--- src/rtl/spi_slave_ctrl.sv ---
// SPI slave transaction controller: decodes addr / R/W / data-word frames from
// conditioned SCLK edge pulses and drives a synchronous memory plus the MISO driver.
module spi_slave_ctrl #(
   parameter int ADDR_W = 7,
   parameter int DATA_W = 8,
   parameter int BURST  = 1
) (
   input  logic              clk,
   input  logic              reset_n,
   input  logic              cs,
   input  logic              sclk_pe,
   input  logic              sclk_ne,
   input  logic              mosi,
   output logic              miso,
   output logic              miso_oe,
   output logic [ADDR_W-1:0] mem_addr,
   output logic [DATA_W-1:0] mem_wdata,
   output logic              mem_we,
   output logic              mem_re,
   input  logic [DATA_W-1:0] mem_rdata,
   output logic              busy,
   output logic              frame_err
);

   localparam int CNT_W = $clog2((ADDR_W > DATA_W ? ADDR_W : DATA_W) + 1);
   localparam logic [CNT_W-1:0] ADDR_LAST = CNT_W'(ADDR_W - 1);
   localparam logic [CNT_W-1:0] DATA_LAST = CNT_W'(DATA_W - 1);

   typedef enum logic [2:0] {IDLE, ADDR, RW, RD, WR, DONE} state_t;

   state_t            state;
   logic [CNT_W-1:0]  bitcnt;
   logic [CNT_W-1:0]  bitcnt_after;
   logic [ADDR_W-1:0] addr_sr;
   logic [DATA_W-1:0] rx_sr;
   logic [DATA_W-1:0] tx_sr;
   logic              load_pend;
   logic              wr_done;
   logic              abort_err;

   // Field bit count after the current sclk_pe; lets a cs rise coinciding with a
   // word-ending pulse see the completed word rather than a partial one.
   always_comb begin
      bitcnt_after = bitcnt;
      if (sclk_pe) begin
         case (state)
            ADDR:    bitcnt_after = (bitcnt == ADDR_LAST) ? '0 : bitcnt + 1'b1;
            RD, WR:  bitcnt_after = (bitcnt == DATA_LAST) ? '0 : bitcnt + 1'b1;
            default: bitcnt_after = bitcnt;
         endcase
      end
   end

   assign wr_done   = (state == WR) && sclk_pe && (bitcnt == DATA_LAST);
   assign abort_err = (state == ADDR || state == RW || state == RD || state == WR) &&
                      (bitcnt_after != '0);
   assign busy      = (state != IDLE);
   assign miso      = miso_oe & tx_sr[DATA_W-1];

   always_ff @(posedge clk or negedge reset_n) begin
      if (!reset_n) begin
         state     <= IDLE;
         bitcnt    <= '0;
         addr_sr   <= '0;
         rx_sr     <= '0;
         tx_sr     <= '0;
         load_pend <= 1'b0;
         miso_oe   <= 1'b0;
         mem_addr  <= '0;
         mem_wdata <= '0;
         mem_we    <= 1'b0;
         mem_re    <= 1'b0;
         frame_err <= 1'b0;
      end else begin
         mem_we    <= 1'b0;
         mem_re    <= 1'b0;
         frame_err <= 1'b0;
         load_pend <= mem_re;
         if (mem_we && BURST != 0) mem_addr <= mem_addr + 1'b1;

         // Read data arrives the clk after mem_re; a load outranks a shift.
         if (load_pend) begin
            tx_sr   <= mem_rdata;
            miso_oe <= 1'b1;
         end else if (state == RD && sclk_ne && bitcnt != '0) begin
            tx_sr <= {tx_sr[DATA_W-2:0], 1'b0};
         end

         if (state != IDLE && cs) begin
            state     <= IDLE;
            bitcnt    <= '0;
            miso_oe   <= 1'b0;
            load_pend <= 1'b0;
            frame_err <= abort_err;
            if (wr_done) begin
               mem_wdata <= {rx_sr[DATA_W-2:0], mosi};
               mem_we    <= 1'b1;
            end
         end else begin
            case (state)
               IDLE: if (!cs) begin
                  state  <= ADDR;
                  bitcnt <= '0;
               end
               ADDR: if (sclk_pe) begin
                  addr_sr <= {addr_sr[ADDR_W-2:0], mosi};
                  bitcnt  <= bitcnt_after;
                  if (bitcnt == ADDR_LAST) begin
                     mem_addr <= {addr_sr[ADDR_W-2:0], mosi};
                     state    <= RW;
                  end
               end
               RW: if (sclk_pe) begin
                  if (mosi) begin
                     state  <= RD;
                     mem_re <= 1'b1;
                  end else begin
                     state <= WR;
                  end
               end
               RD: if (sclk_pe) begin
                  bitcnt <= bitcnt_after;
                  if (bitcnt == DATA_LAST) begin
                     if (BURST != 0) begin
                        mem_addr <= mem_addr + 1'b1;
                        mem_re   <= 1'b1;
                     end else begin
                        state <= DONE;
                     end
                  end
               end
               WR: if (sclk_pe) begin
                  bitcnt <= bitcnt_after;
                  if (wr_done) begin
                     mem_wdata <= {rx_sr[DATA_W-2:0], mosi};
                     mem_we    <= 1'b1;
                     if (BURST == 0) state <= DONE;
                  end else begin
                     rx_sr <= {rx_sr[DATA_W-2:0], mosi};
                  end
               end
               default: ;
            endcase
         end
      end
   end

endmodule

--- config.mk ---
export PLATFORM = sky130hd
export DESIGN_NAME = spi_slave_ctrl
export DESIGN_NICKNAME = d
export VERILOG_FILES = /design/src/rtl/spi_slave_ctrl.sv
export SDC_FILE = /design/constraint.sdc
export NUM_CORES = 1
export LEC_CHECK = 0
export BUFFER_PORTS_ARGS = -buffer_cell sky130_fd_sc_hd__buf_2
export CORE_UTILIZATION = 50
export CTS_CLUSTER_DIAMETER = 150
export DETAILED_ROUTE_END_ITERATION = 6
export PLACE_DENSITY_LB_ADDON = 0.08
export SETUP_SLACK_MARGIN = 0.4
export SYNTH_ARGS = -nofsm -noshare
export SYNTH_HDL_FRONTEND = slang
export SYNTH_SLANG_ARGS = --single-unit
--- constraint.sdc ---
create_clock -name clk -period 2.7 [get_ports clk]
set_input_delay 0.54 -clock clk [delete_from_list [all_inputs] [get_ports clk]]
set_output_delay 0.54 -clock clk [all_outputs]
set_load 0.03 [all_outputs]
* After elaboration in Yosys (flattened, before gate mapping)
Cells that the tools add are included.
Widths: inputs -> output; s select.
** Word-level totals
- Output and inout port bits :: 21
- Flip-flop bits (word level) :: 48
- Word-level logic and storage cells :: 96
- Bits of input ports :: 14
** Cells by class
- Muxes and demuxes :: 42
- Add/subtract/negate cells :: 2
- Bitwise gates (word level) :: 3
- Reduce and logical (&&, ||, !) cells :: 26
- Equal/unequal tests :: 11
** Operators by type and width (count)
- $mux 8 :: 6
- $mux 7 :: 6
- $mux 4 :: 6
- $mux 3 :: 6
- $pmux 4 s2 :: 2
- $pmux 7 s2 :: 1
- $mux 1 :: 13
- $reduce_bool 4->1 :: 3
- $ne 3x2->1 const B :: 3
- $pmux 3 s3 :: 1
- $eq 4x3->1 const B :: 2
- $reduce_bool 2->1 :: 4
- $add 7x1->7 const B :: 1
- $eq 3x2->1 const B :: 2
- $logic_and 1x1->1 :: 6
- $reduce_and 3->1 :: 2
- $reduce_bool 3->1 :: 2
- $reduce_and 5->1 :: 1
- $add 4x1->4 const B :: 1
- $reduce_and 4->1 :: 1
- $eq 3x1->1 const B :: 1
- $eq 3x3->1 const B :: 1
- $logic_not 3->1 :: 1
- $logic_or 1x1->1 :: 3
- 8 further kinds :: 9

* Logic depth before layout (Yosys ltp)
Gate-level depths: netlist (run 1).
- Depth in word-level cells :: 7
- Mapped depth :: 8
- Gate-level depth less buffers :: 7

* Least setup slack after synthesis (run 1)
OpenSTA, ideal clock, no wires.
- Path type :: reg-to-reg
- Start point :: register bitcnt[0]
- End point :: register mem_addr[6]
- Required time :: 2.576 ns
- Arrival :: 1.829 ns
- Cell stages (with the launch flop) :: 9
- Clock period less this slack :: 1.953 ns
- Setup slack :: 0.747 ns
- Path buffers :: 2
- Library setup time :: 0.124 ns
- Cell sequence :: dfrtp_1 > ha_1 > and3b_1 > buf_6 > a21o_1 > buf_6 > and4_4 > xor2_1 > a211o_1
** Between the ends
- Word-level cells in the longest chain between the ends :: 5
- Elaborated cells between the ends (all ways) :: 8
- Classes of those cells :: eq/ne: 2; mux: 6
** Ends and longest elaborated chain
- from (decl) :: line 32 : logic [CNT_W-1:0] bitcnt;
- from (signal assigned) :: line 107 : bitcnt <= bitcnt_after;
- from (signal assigned) :: line 122 : bitcnt <= bitcnt_after;
- from (signal assigned) :: line 133 : bitcnt <= bitcnt_after;
- $eq 4x3->1, on equally long branches :: line 123, 108
- $mux 7, on equally long branches :: line 123, 108
- $mux 7, on equally long branches :: line 121, 105
- $pmux 7 s2 * :: line 100 : case (state)
- $mux 7 * :: line 89 : if (state != IDLE && cs) begin
- to (signal assigned) :: line 79 : if (mem_we && BURST != 0) mem_addr <= mem_addr + 1'b1;
- to (signal assigned) :: line 109 : mem_addr <= {addr_sr[ADDR_W-2:0], mosi};
- to (signal assigned) :: line 125 : mem_addr <= mem_addr + 1'b1;
- to (decl) :: line 16 : output logic [ADDR_W-1:0] mem_addr,
Mark *: on every way between the ends. The rest lies on a longest branch, timed or not.
A chain may end at the register's enable or synchronous reset.

* Worst setup path in the final report (run 1)
- Start point :: register bitcnt[0]
- End point :: register state[2]
** Between the ends
- Word-level cells in the longest chain between the ends :: 3
** Ends and longest elaborated chain
- $eq 4x3->1 :: line 108 : if (bitcnt == ADDR_LAST) begin
- $ne 3x2->1 (no source line)
- $reduce_and 5->1 (no source line)
- to (signal assigned) :: line 110 : state <= RW;
- to (signal assigned) :: line 115 : state <= RD;
- to (signal assigned) :: line 118 : state <= WR;
- to (decl) :: line 31 : state_t state;
Every way passes these cells.

==> flow_metrics.env, run 1 <==
export IMPL_hp_class="primary input to asynchronous set/reset pin"
export IMPL_synth_cell_types=50
export IMPL_gp_congestion=0.794
export IMPL_ant_nets=0
export IMPL_synth_top_cells_by_count="48 x dfrtp_1, 31 x nand2_1, 22 x mux2_2"
export IMPL_relSlewSlack_pct=57.5
export IMPL_final_layout_size_suffix_gt1_share_pct=26.0
export IMPL_powerDensity_nw_per_um2=688
export IMPL_final_area_sq_um=2920
export IMPL_synth_main_ff_cell="dfrtp_1"
export IMPL_p_leak_nw=1.37
export IMPL_ir_drop_mv=0.544
export IMPL_io_pins=35
export IMPL_dr_pass1_iters=4
export IMPL_hold_viol=0
export IMPL_clockBufferDepth=2
export IMPL_post_cts_buffers=0
export IMPL_netlist_area_leader_share_pct=46.4
export IMPL_multi_input_area_sq_um=1300
export IMPL_async_flop_share_pct=100
export IMPL_start_util_pct=53.4
export IMPL_dp_hpwl_um=3840
export IMPL_io_buffers=34
export IMPL_yosys_register_bits=48
export IMPL_fin_crit_ns=2.15
export IMPL_grt_pass1_wl_um=8830
export IMPL_areaGrowthSynthToFinish_pct=12.8
export IMPL_postCtsHoldBufs=0
export IMPL_die_area_sq_um=5470
export IMPL_die_x_um=74.0
export IMPL_status="finished, final reports clean"
export IMPL_cts_resized=0
export IMPL_register_area_sq_um=1200
export IMPL_vias_per_cell=5.63
export IMPL_placed_cell_area_sq_um=2830
export IMPL_ys_seq_area_share_pct=46.4
export IMPL_post_route_drc_count=0
export IMPL_dpl_cell_count=344
export IMPL_fmax_mhz=465
export IMPL_wl_per_cell_um=15.2
export IMPL_synth_area_leaders="dfrtp_1 46%, mux2_2 9.6%, nand2_1 4.5%"
export IMPL_n_antenna_cell=0
export IMPL_design_core_area_sq_um=4850
export IMPL_r2r_cells=7
export IMPL_fillerInstances=428
export IMPL_worst_pin_slew_ns=0.632
export IMPL_syn_area_sq_um=2590
export IMPL_grt_pass1_vias=1842
export IMPL_dr_total_vias=1983
export IMPL_finalSetupTns_ns=0
export IMPL_final_cells=352
export IMPL_track_usage_pct=21.3
export IMPL_rsz0062_at_grt="false"
export IMPL_cp_start_kind="flop"
export IMPL_synth_cells=249
export IMPL_wirelength_um=5330
export IMPL_cts_tree="built"
export IMPL_setup_viol=0
export IMPL_row_count=25
export IMPL_yosys_area_top_type="dfrtp_1"
export IMPL_skew_ns=0.00390
export IMPL_fin_crit_sh_pct=79.6
export IMPL_cts_root_buf="clkbuf_8"
export IMPL_clock_latency_ns=0.30
export IMPL_syn_area_per_cell_sq_um=10.4
export IMPL_drtIter0Drc=99
export IMPL_maxCapViolations=0
export IMPL_synth_edf_count=0
export IMPL_slew_viol_final=0
export IMPL_required_ns=2.89
export IMPL_die_y_um=74.0
export IMPL_ys_warn_count=0
export IMPL_critPathMaxFanout=7
export IMPL_antenna_found_initial=0
export IMPL_clkTransAtPathRegs_ns=0.09
export IMPL_htree_levels=2
export IMPL_critPathKind="flop to flop"
export IMPL_nNetsFinal=302
export IMPL_cts_sink_count=48
export IMPL_cp_data_arrival_time_ns=2.34
export IMPL_syn_num_nets=267
export IMPL_cts_made_buffers=5
export IMPL_worst_setup_path_end_kind="flop"
export IMPL_gr_total_overflow=0
export IMPL_grt_start_max_net_pins=18
export IMPL_yosysMostFrequentCell="dfrtp_1"
[cell usage in the layout (no fill, tap or decap), drive strengths merged, types with 2 or more instances in the layout]
cell type  Yosys  routed
a21o           2       2
a21oi          7       7
a22o           2       2
and2           3       3
and3           4       4
buf            5      40
clkbuf         7       6
dfrtp         48      48
ha             4       4
inv            7       8
mux2          22      22
mux2i         10      10
nand2         31      31
nand2b         3       3
nand3          3       3
nand4          2       2
nor2          10      10
nor2b          6       6
nor3           3       3
nor3b          4       4
nor4b          2       2
o211ai         6       6
o21a           3       3
o21ai         17      17
o221ai         5       5
o31ai          4       4
xor2          10      10
[worst max-delay path, stage by stage, from the launching register on]
cell,delay [ns]
dfrtp_1,0.46
inv_1,0.11
ha_1,0.21
nand3b_1,0.08
and3_1,0.21
a2111oi_1,0.44
o21a_1,0.20
mux2_2,0.33
[sequential cells by signal, indices dropped and copies added, names as in the netlist]
register,flops
mem_we,1
mem_re,1
load_pend,1
rx_sr,7
frame_err,1
miso_oe,1
mem_wdata,8
state,3
bitcnt,4
addr_sr,6
mem_addr,7
tx_sr,8
[path summary, 6_finish.rpt]
kind / from / endpoint / slack, ns
max: bitcnt[0]$_DFFE_PN0P_ / state[2]$_DFFE_PN0P_ / 0.55
min: reset_n / mem_wdata[6]$_DFFE_PN0P_ / 0.14
max reg2reg: bitcnt[0]$_DFFE_PN0P_ / state[2]$_DFFE_PN0P_ / 0.55
min reg2reg: mem_re$_DFF_PN0_ / load_pend$_DFF_PN0_ / 0.49
max in group asynchronous: reset_n / bitcnt[2]$_DFFE_PN0P_ / 2.00
min in group clk: mem_rdata[5] / tx_sr[5]$_DFFE_PN0P_ / 0.44
[metal layers]
layer  GRT usage, %  vias to the layer above  part of all wire (%)
met3           4.47                        6                   3.9
met4           5.34                        0                   1.1
met1           28.5                      964                    47
met5              0                        -                     0
met2           35.3                       40                    48
li1               -                      973                     -
[power by group]
| group | total (W) | internal [W] | switching [W] |
|---|---|---|---|
| combinational | 0.000599 | 0.000242 | 0.000357 |
| sequential | 0.000955 | 0.000819 | 0.000136 |
| clock | 0.000458 | 0.000210 | 0.000248 |
[metrics by stage]
stage	total power [W]	hold WS (ns)	utilization, %	setup WS [ns]
floorplan	0.00138	0.244	-	0.747
finish	0.00201	0.136	60.3	0.550
CTS	0.00202	0.142	60.3	0.563
detailed placement	0.00156	0.471	58.3	0.523
global placement	0.00155	0.467	58.3	0.562
global route	0.00214	0.150	60.3	0.441
[cell families after synthesis]
family | after synthesis | share of synthesized area (%)
adder cells (fa/ha/maj) | 4 | 1.93
XOR/XNOR | 10 | 3.38
flip-flops | 48 | 46.4
AND/OR/NAND/NOR | 77 | 15.6
AO/OA/AOI/OAI | 59 | 15.8
multiplexers | 32 | 13.4
buffers and inverters | 19 | 3.48
[final cells by class]
| type | instances | area share [%] |
|---|---|---|
| Multi-Input combinational cell | 182 | 44.5 |
| Sequential cell | 48 | 41.1 |
| Clock buffer | 6 | 2.83 |
| Clock inverter | 2 | 0.471 |
| Tap cell | 67 | 2.87 |
| Timing Repair Buffer | 40 | 7.36 |
| Inverter | 7 | 0.899 |
Power figures use the tool's default switching activity.
==> run 2: changes to the inputs <==
--- a/config.mk
+++ b/config.mk
@@ -5,6 +5,7 @@
 export SDC_FILE = /design/constraint.sdc
 export NUM_CORES = 1
 export LEC_CHECK = 0
+export ABC_AREA = 1
 export BUFFER_PORTS_ARGS = -buffer_cell sky130_fd_sc_hd__buf_2
 export CORE_UTILIZATION = 50
 export CTS_CLUSTER_DIAMETER = 150
==> constraint.sdc (replaced) <==
create_clock -name clk -period 2.2 [get_ports clk]
set_input_delay 0.44 -clock clk [delete_from_list [all_inputs] [get_ports clk]]
set_output_delay 0.44 -clock clk [all_outputs]
set_load 0.03 [all_outputs]
==> flow_metrics.env, run 2 <==
export IMPL_fin_crit_ns=1.68
export IMPL_n_antenna_cell=0
export IMPL_status="finished, final reports clean"
export IMPL_nNetsFinal=424
export IMPL_top_regs="mem_wdata: 8 flops, tx_sr: 8 flops"
export IMPL_ys_warn_count=0
export IMPL_relSlewSlack_pct=59.9
export IMPL_critPathLaunch="state[1]$_DFFE_PN0P_"
export IMPL_synth_top_cells_by_count="118 x nand2_1, 48 x dfrtp_1, 43 x inv_1"
export IMPL_io_buffers=34
export IMPL_async_flop_share_pct=100
export IMPL_crit_family="flip-flops"
export IMPL_areaGrowthSynthToFinish_pct=14.0
export IMPL_clock_latency_ns=0.30
export IMPL_timing_critical_path_buf_inv=1
export IMPL_htree_levels=2
export IMPL_wl_per_cell_um=12.7
export IMPL_row_count=26
export IMPL_r2r_cells=10
export IMPL_grt_pass1_wl_um=10100
export IMPL_drtIter0Drc=152
export IMPL_syn_num_nets=383
export IMPL_wirelength_um=6050
export IMPL_syn_area_sq_um=2730
export IMPL_path_cells="nor2_4, nand2_2, buf_2"
export IMPL_critical_path_max_stage_delay_ns=0.48
export IMPL_fillerInstances=477
export IMPL_maxCapViolations=0
export IMPL_cp_slowest_cell="dfrtp_1"
export IMPL_grt_start_max_net_pins=26
export IMPL_synth_main_ff_cell="dfrtp_1"
export IMPL_worst_pin_slew_ns=0.602
export IMPL_hp_class="primary input to asynchronous set/reset pin"
export IMPL_cts_made_buffers=5
export IMPL_synth_area_leaders="dfrtp_1 44%, nand2_1 16%, inv_1 5.9%"
export IMPL_setup_viol=0
export IMPL_grt_pass1_vias=2177
export IMPL_start_util_pct=52.8
export IMPL_cp_data_arrival_time_ns=1.24
export IMPL_final_common_cell="nand2_1"
export IMPL_syn_area_per_cell_sq_um=7.48
export IMPL_dp_hpwl_um=4400
export IMPL_gp_congestion=0.901
export IMPL_yosys_area_top_type="dfrtp_1"
export IMPL_fmax_mhz=597
export IMPL_post_route_drc_count=0
export IMPL_ir_drop_mv=0.477
export IMPL_cts_tree="built"
export IMPL_yosys_register_bits=48
export IMPL_cp_start_kind="flop"
export IMPL_p_leak_nw=1.63
export IMPL_synth_edf_count=0
export IMPL_track_usage_pct=22.0
export IMPL_ys_seq_area_share_pct=44.0
export IMPL_regToRegSetupSlack_ns=0.52
export IMPL_finalSetupTns_ns=0
export IMPL_dr_pass1_iters=5
export IMPL_synth_cell_types=31
export IMPL_vias_per_cell=5.10
export IMPL_ant_nets=0
export IMPL_endpoint="busy"
export IMPL_die_area_sq_um=5760
export IMPL_die_y_um=75.9
export IMPL_hold_viol=0
export IMPL_final_layout_size_suffix_gt1_share_pct=19.9
export IMPL_fin_crit_sh_pct=76.1
export IMPL_r2r_start="bitcnt[0]$_DFFE_PN0P_"
export IMPL_rsz0062_at_grt="true"
export IMPL_reg2reg_to="frame_err$_DFF_PN0_"
export IMPL_cts_root_buf="clkbuf_8"
export IMPL_powerDensity_nw_per_um2=949
export IMPL_design_core_area_sq_um=5170
export IMPL_cp_depth=3
export IMPL_netlist_area_leader_share_pct=44.0
export IMPL_worst_setup_path_end_kind="output pin"
export IMPL_gr_total_overflow=0
export IMPL_layout_common_cells="118 x nand2_1, 46 x dfrtp_1, 43 x inv_1"
export IMPL_clkTransAtPathRegs_ns=0.10
export IMPL_antenna_found_initial=0
export IMPL_critPathKind="flop to output pin"
export IMPL_cts_sink_count=48
export IMPL_clockBufferDepth=2
export IMPL_io_pins=35
export IMPL_required_ns=1.76
export IMPL_slew_viol_final=0
export IMPL_dr_total_vias=2431
export IMPL_synth_cells=365
export IMPL_skew_ns=0.0104
export IMPL_critPathMaxFanout=6
export IMPL_yosysMostFrequentCell="nand2_1"
export IMPL_die_x_um=75.9
export IMPL_placed_cell_area_sq_um=2970
export IMPL_postCtsHoldBufs=0
export IMPL_final_area_sq_um=3110
run 2: timing repair:
| item | 4_1_cts | 5_1_grt |
|---|---|---|
| endpoints found under the setup margin | 0 | 27 |
| resized for setup | 0 | 6 |
| setup buffers | 0 | 4 |
run 2: worst min-delay path by stage:
stage                                        start                  endpoint  slack, ns  depth (start not counted)
after CTS                                  reset_n     mem_addr[6]$_DFF_PN0_       0.15                          1
after detailed placement  mem_wdata[7]$_DFFE_PN0P_  mem_wdata[7]$_DFFE_PN0P_       0.46                          2
final                                      reset_n     mem_addr[6]$_DFF_PN0_       0.13                          1
after global placement    mem_wdata[7]$_DFFE_PN0P_  mem_wdata[7]$_DFFE_PN0P_       0.46                          2
after global routing                       reset_n       frame_err$_DFF_PN0_       0.17                          1
after floorplan                            reset_n    addr_sr[0]$_DFFE_PN0P_       0.14                          0
run 2: per-layer routing:
| layer | up-vias | global-route usage [%] | wire length [um] |
|---|---|---|---|
| met5 | - | 0 | 0 |
| met4 | 0 | 6.73 | 63 |
| li1 | 1253 | - | - |
| met3 | 5 | 4.22 | 311 |
| met1 | 1095 | 33.6 | 3130 |
| met2 | 78 | 31.4 | 2550 |
run 2: cells by family (layout without fill, tap and decap cells):
group           Yosys count  in the layout  share of synthesized area, %
flops                    48             48                          44.0
buf+inv                  55             97                          8.66
xor+xnor                  2              2                         0.641
mux                       1              1                         0.412
simple gates            193            193                          30.9
fa+ha+maj                 4              4                          1.83
compound gates           62             62                          13.6
run 2: area by class of cell:
| cell class | count | area, sq um | area share [%] |
|---|---|---|---|
| multi-input combinational | 262 | 1310 | 42.2 |
| sequential | 48 | 1200 | 38.6 |
| timing repair buffer | 40 | 228 | 7.31 |
| inverter | 49 | 185 | 5.95 |
| tap | 70 | 87.6 | 2.81 |
| clock buffer | 6 | 82.6 | 2.65 |
| clock inverter | 2 | 13.8 | 0.442 |
run 2: power breakdown:
part | internal, W | switching, W
registers | 0.00107 | 0.000152
clock network | 0.000257 | 0.000305
logic | 0.000398 | 0.000770
total | 0.00173 | 0.00123
run 2: through the flow:
step	hold slack (ns)	power [W]	std cells	util (%)	worst slack, ns
2_1_floorplan	0.144	0.00206	365	-	0.633
5_1_grt	0.171	0.00319	477	60.2	0.370
4_1_cts	0.146	0.00293	473	59.2	0.402
3_5_place_dp	0.456	0.00234	465	57.3	0.435
3_3_place_gp	0.465	0.00233	465	57.3	0.471
6_report	0.129	0.00295	477	60.2	0.525
run 2: worst reg2reg max path, stage by stage (launching register included):
cell	delay, ns
dfrtp_1	0.43
inv_1	0.14
ha_1	0.19
nand4_1	0.09
buf_4	0.17
nor2_2	0.15
inv_1	0.09
nand3_1	0.10
nand2_1	0.06
nor2_1	0.10
nor2_1	0.04
==> run 3: changes to the inputs <==
--- a/config.mk
+++ b/config.mk
@@ -5,7 +5,7 @@
 export SDC_FILE = /design/constraint.sdc
 export NUM_CORES = 1
 export LEC_CHECK = 0
-export ABC_AREA = 1
+export ABC_AREA = 0
 export BUFFER_PORTS_ARGS = -buffer_cell sky130_fd_sc_hd__buf_2
 export CORE_UTILIZATION = 50
 export CTS_CLUSTER_DIAMETER = 150
==> constraint.sdc (replaced) <==
create_clock -name clk -period 1.65 [get_ports clk]
set_input_delay 0.33 -clock clk [delete_from_list [all_inputs] [get_ports clk]]
set_output_delay 0.33 -clock clk [all_outputs]
set_load 0.03 [all_outputs]
==> flow_metrics.env, run 3 (synthesized netlist as in run 1, its figures left out) <==
export IMPL_clock_latency_ns=0.31
export IMPL_slew_viol_final=0
export IMPL_dp_hpwl_um=4360
export IMPL_nNetsFinal=374
export IMPL_grt_pass1_wl_um=11700
export IMPL_critPathMaxFanout=8
export IMPL_hold_viol=0
export IMPL_ir_drop_mv=0.856
export IMPL_skew_ns=0.0128
export IMPL_post_route_drc_count=0
export IMPL_design_core_area_sq_um=4850
export IMPL_hp_class="primary input to flop"
export IMPL_row_count=25
export IMPL_cts_sink_count=48
export IMPL_busiest_layer="met2"
export IMPL_worst_pin_slew_ns=0.514
export IMPL_power_switching_share_pct=35.0
export IMPL_io_pins=35
export IMPL_htree_levels=2
export IMPL_layout_common_cells="49 x buf_4, 44 x dfrtp_1, 35 x buf_6"
export IMPL_violations="setup timing"
export IMPL_grt_start_max_net_pins=33
export IMPL_dpl_cell_count=382
export IMPL_setup_ws_ns=-0.186
export IMPL_fin_crit_sh_pct=111
export IMPL_cts_root_buf="clkbuf_8"
export IMPL_place_ws_ns=-0.134
export IMPL_ant_nets=0
export IMPL_wl_per_cell_um=19.6
export IMPL_dr_pass1_iters=4
export IMPL_powerDensity_nw_per_um2=1140
export IMPL_final_cells=424
export IMPL_io_buffers=34
export IMPL_final_area_sq_um=4090
export IMPL_top_regs="mem_wdata: 8 flops, tx_sr: 8 flops"
export IMPL_p_switching_w=0.00163
export IMPL_cp_data_arrival_time_ns=2.04
export IMPL_setup_viol=36
export IMPL_final_layout_size_suffix_gt1_share_pct=54.6
export IMPL_rsz0062_at_grt="true"
export IMPL_gr_total_overflow=0
export IMPL_final_common_cell="buf_4"
export IMPL_required_ns=1.85
export IMPL_gp_congestion=0.933
export IMPL_dr_total_vias=2516
export IMPL_timing_critical_path_buf_inv=1
export IMPL_n_antenna_cell=0
export IMPL_p_leak_nw=1.93
export IMPL_track_usage_pct=28.4
export IMPL_cts_tree="built"
export IMPL_cp_slowest_cell="dfrtp_1"
export IMPL_fin_crit_ns=1.84
export IMPL_critPathKind="flop to flop"
export IMPL_finalSetupTns_ns=-2.70
export IMPL_use_met2_pct=47.8
export IMPL_seqPwrFrac_pct=32.1
export IMPL_cp_start_kind="flop"
export IMPL_clkPwrFrac_pct=22.2
export IMPL_cts_made_buffers=5
export IMPL_maxCapViolations=0
export IMPL_die_y_um=74.0
export IMPL_placed_cell_area_sq_um=3220
export IMPL_combPwrFrac_pct=45.7
export IMPL_die_area_sq_um=5470
export IMPL_antenna_found_initial=0
export IMPL_p_int_w=0.00303
export IMPL_clkTransAtPathRegs_ns=0.10
export IMPL_areaGrowthSynthToFinish_pct=57.9
export IMPL_vias_per_cell=5.93
export IMPL_grt_pass1_vias=2420
export IMPL_crit_family="compound AO/OA/AOI/OAI gates"
export IMPL_grt_util_met1_pct=37.5
export IMPL_start_util_pct=53.4
export IMPL_worst_setup_path_end_kind="flop"
export IMPL_wirelength_um=8330
export IMPL_fillerInstances=249
export IMPL_path_cells="ha_2, and3b_2, a21o_1, buf_6, o221ai_1, a22o_1"
export IMPL_die_x_um=74.0
export IMPL_drtIter0Drc=240
export IMPL_fmax_mhz=545
export IMPL_relSlewSlack_pct=65.7
export IMPL_status="complete, but fails checks"
export IMPL_critical_path_max_stage_delay_ns=0.42
export IMPL_clockBufferDepth=2
export IMPL_use_met3_pct=5.15
[run 3: cell count changes in the layout (fill, tap and decap cells not counted), moves of 7 or more]
cell / before / now
o21ai_0: 31 / 3
nand2_1: 118 / 25
mux2_4: 0 / 22
inv_1: 43 / 5
buf_2: 34 / 22
buf_6: 0 / 35
xor2_1: 2 / 9
buf_4: 5 / 49
o21ai_1: 1 / 11
nand3_1: 31 / 2
nor2_1: 24 / 7
mux2i_1: 0 / 9
[run 3: area by class of cell]
cell class / instances / area, sq um / area share, %
Clock buffer: 5 / 68.8 / 1.68
Clock inverter: 3 / 68.8 / 1.68
Inverter: 7 / 31.3 / 0.764
Multi-Input combinational cell: 182 / 1660 / 40.7
Sequential cell: 48 / 1210 / 29.5
Tap cell: 67 / 83.8 / 2.05
Timing Repair Buffer: 112 / 970 / 23.7
[run 3: metal layers]
layer | up-vias | part of all wire [%]
met5 | - | 0
met1 | 1252 | 43
li1 | 1116 | -
met4 | 0 | 3.2
met2 | 121 | 47
met3 | 27 | 6.6
[run 3: path summary, 6_finish.rpt]
kind,end,slack [ns],from,cells past startpoint
max,mem_addr[0]$_DFF_PN0_,-0.19,bitcnt[1]$_DFFE_PN0P_,6
min,tx_sr[0]$_DFFE_PN0P_,0.24,mem_rdata[0],3
max reg2reg,mem_addr[0]$_DFF_PN0_,-0.19,bitcnt[1]$_DFFE_PN0P_,6
min reg2reg,mem_wdata[7]$_DFFE_PN0P_,0.52,mem_wdata[7]$_DFFE_PN0P_,1
max in group asynchronous,mem_we$_DFF_PN0_,0.63,reset_n,3
min in group asynchronous,tx_sr[5]$_DFFE_PN0P_,0.49,reset_n,2
[run 3: power by group through the flow]
stage	logic [W]	clock network, W	registers [W]
finish	0.00213	0.00103	0.00150
global route	0.00224	0.00109	0.00151
CTS	0.00185	0.00105	0.00147
detailed placement	0.00140	0	0.00149
global placement	0.00138	0	0.00148
floorplan	0.000721	0	0.00164
[run 3: repair_timing]
action                     in CTS  in global routing
setup endpoints to repair      58                 60
hold buffers                    1                  0
pin swaps                      22                 12
gates resized for setup        90                 42
hold endpoints to repair       16                  0
buffers inserted               22                 11
[run 3: worst reg2reg max path, stage by stage, from the launching register on]
cell and delay, ns:
dfrtp_1 0.42, ha_2 0.21, and3b_2 0.31, a21o_1 0.21, buf_6 0.17, o221ai_1 0.17
a22o_1 0.26
[run 3: per-stage QoR]
step | hold WS [ns] | utilization (%) | power (W)
2_1_floorplan | 0.0344 | - | 0.00236
3_3_place_gp | 0.282 | 66.4 | 0.00287
6_report | 0.239 | 84.4 | 0.00466
5_1_grt | 0.243 | 84.4 | 0.00484
4_1_cts | 0.238 | 79.4 | 0.00437
3_5_place_dp | 0.289 | 66.4 | 0.00290
